--- config.mk ---
export PLATFORM = sky130hd
export DESIGN_NAME = morse_seq_ctrl
export DESIGN_NICKNAME = d
export VERILOG_FILES = /design/src/rtl/morse_seq_ctrl.sv
export SDC_FILE = /design/constraint.sdc
export NUM_CORES = 1
export LEC_CHECK = 0
export CORE_MARGIN = 4
export CORE_UTILIZATION = 42
export DETAILED_ROUTE_END_ITERATION = 8
export GPL_TIMING_DRIVEN = 0
export HOLD_SLACK_MARGIN = 0.12
export PLACE_DENSITY = 0.77
export SETUP_SLACK_MARGIN = 0.2
export SYNTH_ARGS = -nofsm -noshare
export SYNTH_HDL_FRONTEND = slang
export SYNTH_SLANG_ARGS = --single-unit
--- constraint.sdc ---
create_clock -name clk -period 2.2 [get_ports clk]
set_input_delay 0.44 -clock clk [delete_from_list [all_inputs] [get_ports clk]]
set_output_delay 0.44 -clock clk [all_outputs]
set_load 0.01 [all_outputs]
--- src/rtl/morse_seq_ctrl.sv ---
// Morse timing sequencer: accepts a character code, strobes the codifier, and keys the returned pattern.
// Optional abort input is enabled by defining MORSE_SEQ_ABORT_EN.
module morse_seq_ctrl #(
    parameter int unsigned UNIT_CYCLES    = 4,
    parameter int unsigned DASH_UNITS     = 3,
    parameter int unsigned ELEM_GAP_UNITS = 1,
    parameter int unsigned CHAR_GAP_UNITS = 3
) (
    input  logic       clk,
    input  logic       reset_n,
    input  logic [5:0] num,
    input  logic       num_valid,
    output logic       num_ready,
    output logic [5:0] cod_num,
    output logic       cod_ready,
    input  logic [4:0] cod_morse,
    input  logic [4:0] cod_display,
    output logic       key,
    output logic       elem_dash,
    output logic       busy,
    output logic       done,
    output logic       err
`ifdef MORSE_SEQ_ABORT_EN
    ,
    input  logic       abort
`endif
);

    localparam int unsigned MAX_UNITS =
        (DASH_UNITS >= CHAR_GAP_UNITS)
            ? ((DASH_UNITS >= ELEM_GAP_UNITS) ? DASH_UNITS : ELEM_GAP_UNITS)
            : ((CHAR_GAP_UNITS >= ELEM_GAP_UNITS) ? CHAR_GAP_UNITS : ELEM_GAP_UNITS);
    localparam int unsigned CNT_W = $clog2(MAX_UNITS * UNIT_CYCLES + 1);

    localparam logic [CNT_W-1:0] DOT_LD  = CNT_W'(UNIT_CYCLES - 1);
    localparam logic [CNT_W-1:0] DASH_LD = CNT_W'(DASH_UNITS * UNIT_CYCLES - 1);
    localparam logic [CNT_W-1:0] EGAP_LD = CNT_W'(ELEM_GAP_UNITS * UNIT_CYCLES - 1);
    localparam logic [CNT_W-1:0] CGAP_LD = CNT_W'(CHAR_GAP_UNITS * UNIT_CYCLES - 1);

    typedef enum logic [2:0] {
        S_IDLE,
        S_LOAD,
        S_MARK,
        S_SPACE,
        S_CGAP
    } state_t;

    state_t           state_q, state_d;
    logic [CNT_W-1:0] cnt_q, cnt_d;
    logic [4:0]       pend_q, pend_d;
    logic [4:0]       type_q, type_d;
    logic             dash_q, dash_d;
    logic [5:0]       cod_num_q, cod_num_d;
    logic             err_q, err_d;

    function automatic logic [2:0] top_slot(input logic [4:0] m);
        logic [2:0] res;
        res = '0;
        for (int unsigned i = 0; i < 5; i++) begin
            if (m[i]) res = 3'(i);
        end
        return res;
    endfunction

    logic [4:0] pick_src;
    logic [4:0] pick_type;
    logic [2:0] slot;

    // LOAD picks from the fresh codifier pattern, SPACE from the latched one.
    always_comb begin
        pick_src  = (state_q == S_LOAD) ? cod_display : pend_q;
        pick_type = (state_q == S_LOAD) ? cod_morse   : type_q;
        slot      = top_slot(pick_src);
    end

    always_comb begin
        state_d   = state_q;
        cnt_d     = cnt_q;
        pend_d    = pend_q;
        type_d    = type_q;
        dash_d    = dash_q;
        cod_num_d = cod_num_q;
        err_d     = 1'b0;

        case (state_q)
            S_IDLE: begin
                if (num_valid) begin
                    if (num > 6'd35) begin
                        err_d = 1'b1;
                    end else begin
                        cod_num_d = num;
                        state_d   = S_LOAD;
                    end
                end
            end
            S_LOAD: begin
                type_d = cod_morse;
                if (cod_display == '0) begin
                    err_d   = 1'b1;
                    pend_d  = '0;
                    state_d = S_IDLE;
                end else begin
                    pend_d  = cod_display & ~(5'b00001 << slot);
                    dash_d  = pick_type[slot];
                    cnt_d   = pick_type[slot] ? DASH_LD : DOT_LD;
                    state_d = S_MARK;
                end
            end
            S_MARK: begin
                if (cnt_q == '0) begin
                    if (pend_q != '0) begin
                        cnt_d   = EGAP_LD;
                        state_d = S_SPACE;
                    end else begin
                        cnt_d   = CGAP_LD;
                        state_d = S_CGAP;
                    end
                end else begin
                    cnt_d = cnt_q - 1'b1;
                end
            end
            S_SPACE: begin
                if (cnt_q == '0) begin
                    pend_d  = pend_q & ~(5'b00001 << slot);
                    dash_d  = pick_type[slot];
                    cnt_d   = pick_type[slot] ? DASH_LD : DOT_LD;
                    state_d = S_MARK;
                end else begin
                    cnt_d = cnt_q - 1'b1;
                end
            end
            S_CGAP: begin
                if (cnt_q == '0) begin
                    state_d = S_IDLE;
                end else begin
                    cnt_d = cnt_q - 1'b1;
                end
            end
            default: begin
                state_d = S_IDLE;
            end
        endcase

`ifdef MORSE_SEQ_ABORT_EN
        if (abort && (state_q != S_IDLE)) begin
            state_d = S_IDLE;
            cnt_d   = '0;
            pend_d  = '0;
            err_d   = 1'b0;
        end
`endif
    end

    always_ff @(posedge clk or negedge reset_n) begin
        if (!reset_n) begin
            state_q   <= S_IDLE;
            cnt_q     <= '0;
            pend_q    <= '0;
            type_q    <= '0;
            dash_q    <= 1'b0;
            cod_num_q <= '0;
            err_q     <= 1'b0;
        end else begin
            state_q   <= state_d;
            cnt_q     <= cnt_d;
            pend_q    <= pend_d;
            type_q    <= type_d;
            dash_q    <= dash_d;
            cod_num_q <= cod_num_d;
            err_q     <= err_d;
        end
    end

    assign num_ready = (state_q == S_IDLE);
    assign cod_ready = (state_q == S_LOAD);
    assign cod_num   = cod_num_q;
    assign key       = (state_q == S_MARK);
    assign elem_dash = (state_q == S_MARK) && dash_q;
    assign busy      = (state_q != S_IDLE);
    assign done      = (state_q == S_CGAP) && (cnt_q == '0);
    assign err       = err_q;

endmodule

After elaboration in Yosys (flattened, before gate mapping):

Cells that the tools add are included.

* add/sub/neg operators: 1
* $lt $le $gt $ge: 2
* equal/unequal tests: 11
* shift-type cells: 1
* multiplexer cells: 33
* bitwise gates (word level): 4
* reductions and logical operators: 14

Operators by type and width (count)
* $mux W3: 8
* $mux W4: 6
* $mux W5: 4
* $pmux W4 S4: 1
* $pmux W3 S5: 1
* $ne A2 B2 Y1 const B: 6
* $and A5 B5 Y5: 2
* $pmux W5 S2: 1
* $reduce_and A3 Y1: 3
* $mux W1: 7
* $eq A3 B2 Y1 const B: 2
* $gt A6 B6 Y1 const B: 1
* $logic_not A5 Y1: 1
* $not A5 Y5: 1
* $reduce_and A5 Y1: 1
* $reduce_bool A5 Y1: 1
* $shl A1 B3 Y5 const A: 1
* $logic_not A4 Y1: 1
* $lt A3 B4 Y1 const B: 1
* $mux W2: 2
* $pmux W1 S2: 2
* $reduce_bool A4 Y1: 1
* $sub A4 B1 Y4 const B: 1
* $bmux W1 S3: 1
* other kinds (9): 10

* register bits after elaboration: 25
* input bits: 19
* output and inout port bits: 13
* word-level logic and storage cells: 73

Longest topological paths before layout:

* depth in word-level cells: 11
* depth in mapped cells: 7
* depth with buffers taken out: 7

Least setup slack after synthesis:

No wires, ideal clock.

* kind: register to register
* start point: register cnt_q[0]
* end point: register pend_q[0]
* setup time: 0.119 ns
* arrival time: 1.735 ns
* data required time: 2.081 ns
* setup slack: 0.346 ns
* stages on the path, launching flop included: 7
* buffers on the path: 0
* clock period less this slack: 1.854 ns
* cell sequence: dfrtp_1 > inv_1 > ha_1 > or3b_1 > or4_1 > nand2b_1 > o21a_1

* longest elaborated chain between the ends: 3

Ends and longest elaborated chain
* from (decl): RTL line 49 `logic [CNT_W-1:0] cnt_q, cnt_d;`
* from (signal assigned): RTL line 165 `cnt_q <= cnt_d;`
* $logic_not A4 Y1: RTL line 123 `if (cnt_q == '0) begin`
* $ne A2 B2 Y1 (no source line)
* $reduce_and A2 Y1 (no source line)
* to (signal assigned): RTL line 166 `pend_q <= pend_d;`
* to (decl): RTL line 50 `logic [4:0] pend_q, pend_d;`

No other way between the ends.
A chain may end at the register's enable or synchronous reset.

Final worst setup path:

* start point: register cnt_q[0]
* end point: output done

* longest elaborated chain between the ends: 2

Ends and longest elaborated chain
* $logic_not A4 Y1: RTL line 180 `assign done = (state_q == S_CGAP) && (cnt_q == '0);`
* $logic_and A1 B1 Y1: RTL line 180
* to (decl): RTL line 21 `output logic done,`

No other way between the ends.

==> impl_metrics.ini <==
[outcome]
status = completed

[timing]
rsz0062_at_grt = yes
drv_slew = 0
min_period_ps = 2020
setup_ws_ps = 184
finalClockSkew_ps = 2.03
hold_viol_final = 0
finalSetupViolCount = 0
post-route-period-util = 0.917
tns_ps = 0
fmax_mhz = 496
worst_pin_slew_ps = 1100
max-slew-margin-rel = 0.264

[flow_run]
drv_cap = 0

[global_routing]
grt_use_total = 0.164
grt_pass1_wl_mm = 5.56
gr-total-overflow = 0
grt_pass1_vias = 1221
antenna_found_initial = 0
grt_max_degree = 26

[placement]
place_hpwl_mm = 2.35
dp.cells = 225
numPortBuffers = 31
place_ws_ps = -168
place_congestion = 0.859
place_area_sq_um = 1740

[yosys]
yosysWarnings = 0
synth-simple-area-share = 0.254
ys_seq_area_frac = 0.455
synthTopCellsByArea = dfrtp_1 46%, nand2_1 6.6%, mux2_2 4.1%
syn_area_per_cell_sq_um = 9.16
synthAdderAreaFrac = 0.0182
yosysTopAreaCellShare = 0.455
syn_area_sq_um = 1370
yosys.area.top_type = dfrtp_1
syn_nets = 171
synth-compound-area-share = 0.181
synth_top_family_by_area = simple AND/OR/NAND/NOR gates
syn_inst = 150
synthXorXnorAreaFrac = 0.00638
ys_ff_latch = 25
synth_cell_types = 42
synth.mux.area_fraction = 0.0483

[floorplanning]
rows = 20
start_util = 0.443
core_area_sq_um = 3100
die_w_microns = 65.2
ios = 32
die_h_microns = 65.2
die-area_sq_um = 4250

[worst_setup_path]
path_class = flip-flop to output pin
crit_fanout = 4
required_ps = 1760
start_kind = flip-flop
worstPathArrival_ps = 1580
crit_path_end_kind = output pin

[layout]
fin_cells = 240
diodes = 0
final_nets = 218
multi_input_area_sq_um = 739
final_area_sq_um = 1910
nFillCells = 294
regArea_sq_um = 626
area_growth_pct = 39.1
drive_above_1_share = 0.235

[power]
peakVddDrop_mv = 0.577
p_per_area_nw_per_um2 = 1190
fin_total_pwr_w = 0.00226
power_leakage_nw = 0.839

[routing]
wirelength_mm = 3.27
drtIter0Drc = 23
viasPerCell = 5.28
drc = 0
postRouteAntennaNets = 0
num_vias = 1267
firstDrtPassIters = 4
wire_per_inst_microns = 13.6

[clock_tree]
cts_tree = done
ctsRootBufferMaster = clkbuf_4
htree_levels = 1
cts.path.max_buffers = 2
cts_buffers = 3
clkTransAtPathRegs_ps = 130
clkLatencyLatePin_ps = 320
cts-hold-fix-buffers = 0
cts.sink_count = 25

[min_path]
hold_path_class = flip-flop to flip-flop
synth_stat cells (all sizes together):
cell and count:
clkinv 1, xor2 1, nor3 4, mux2i 1, ha 2, buf 1
nor4b 1, o22a 1, o21ai 8, nor4 1, nand3 4, dfrtp 25
o21a 2, nand2b 3, nor3b 5, o41ai 2, inv 6, a31oi 2
a211o 2, clkbuf 5, a22o 1, mux2 5, or3b 3, nor2b 3
and3 1, a31o 2, o31ai 2, o22ai 1, o211ai 1, o311a 1
a21oi 10, nand2 24, nor2 13, or4 1, a2111oi 1, or3 4
power by group:
part	total, W	internal, W	switching, W
combinational	0.00126	0.000668	0.000596
sequential	0.000799	0.000660	0.000138
clock	0.000202	0.0000710	0.000131
total	0.00226	0.00140	0.000866
through the flow:
step / util / hold slack (ps)
after floorplan: - / 144
after global placement: 0.560 / 463
after detailed placement: 0.560 / 468
after CTS: 0.599 / 500
after global routing: 0.616 / 531
final: 0.616 / 497
layer usage:
metal  global-route usage  vias up  share of wire
met2                0.279       41           0.48
met3               0.0256        6          0.046
met4               0.0544        0          0.018
li1                     -      627              -
met5                    0        -              0
met1                0.212      593           0.46
logic make-up (layout without fill, tap and decap cells):
group           Yosys count  count (layout)
compound gates           36              36
xor+xnor                  1               1
flops                    25              25
simple gates             67              67
mux                       6               6
fa+ha+maj                 2               2
buf+inv                  13              59
worst max-delay path, stage by stage (launching register included):
cell and delay [ps]:
dfrtp_1 410, inv_2 90, ha_4 130, or3b_4 400
nor2_2 110, buf_2 130
layout by cell type (no fill, tap or decap), drive strengths merged, types with 3 or more instances in the layout:
| cell type | n |
|---|---|
| nand2 | 24 |
| nor2 | 13 |
| nor3 | 4 |
| inv | 6 |
| dfrtp | 25 |
| buf | 16 |
| o21ai | 8 |
| mux2 | 5 |
| nand2b | 3 |
| or3b | 3 |
| nand3 | 4 |
| or3 | 4 |
| dlygate4sd2 | 3 |
| clkbuf | 8 |
| a21oi | 10 |
| nor2b | 3 |
| clkdlybuf4s50 | 23 |
| nor3b | 5 |
flip-flops by register name, summed over array words and instances, names as in the netlist:
signal / count
cnt_q: 4
cod_num: 6
dash_q: 1
state_q: 3
pend_q: 5
err: 1
type_q: 5
layout make-up:
type / count / share of cell area
buffer: 6 / 0.0255
clock buffer: 4 / 0.0138
inverter: 7 / 0.0144
multi-input combinational: 112 / 0.387
sequential: 25 / 0.327
tap: 44 / 0.0288
timing repair buffer: 42 / 0.203
final timing paths:
path                                      startpoint                      to  slack (ps)  cells past startpoint
worst max-delay path            cnt_q[0]$_DFFE_PN0P_                    done         180                      5
worst min-delay path             type_q[3]$_DFF_PN0_     type_q[3]$_DFF_PN0_         500                      2
worst max register to register  cnt_q[0]$_DFFE_PN0P_   pend_q[0]$_DFFE_PN0P_         270                      6
worst min register to register   type_q[3]$_DFF_PN0_     type_q[3]$_DFF_PN0_         500                      2
max in group asynchronous                    reset_n   pend_q[1]$_DFFE_PN0P_         850                      1
min in group asynchronous                    reset_n  cod_num[3]$_DFFE_PN0P_         700                      1
repair_timing:
action / CTS / global route
endpoints found under the setup margin: 10 / 12
setup buffers: 7 / 4
endpoints found under the hold margin: 0 / 0
pin swaps: 2 / 2
gates resized for setup: 32 / 12
No activity file was read; power rests on OpenSTA's default activity.
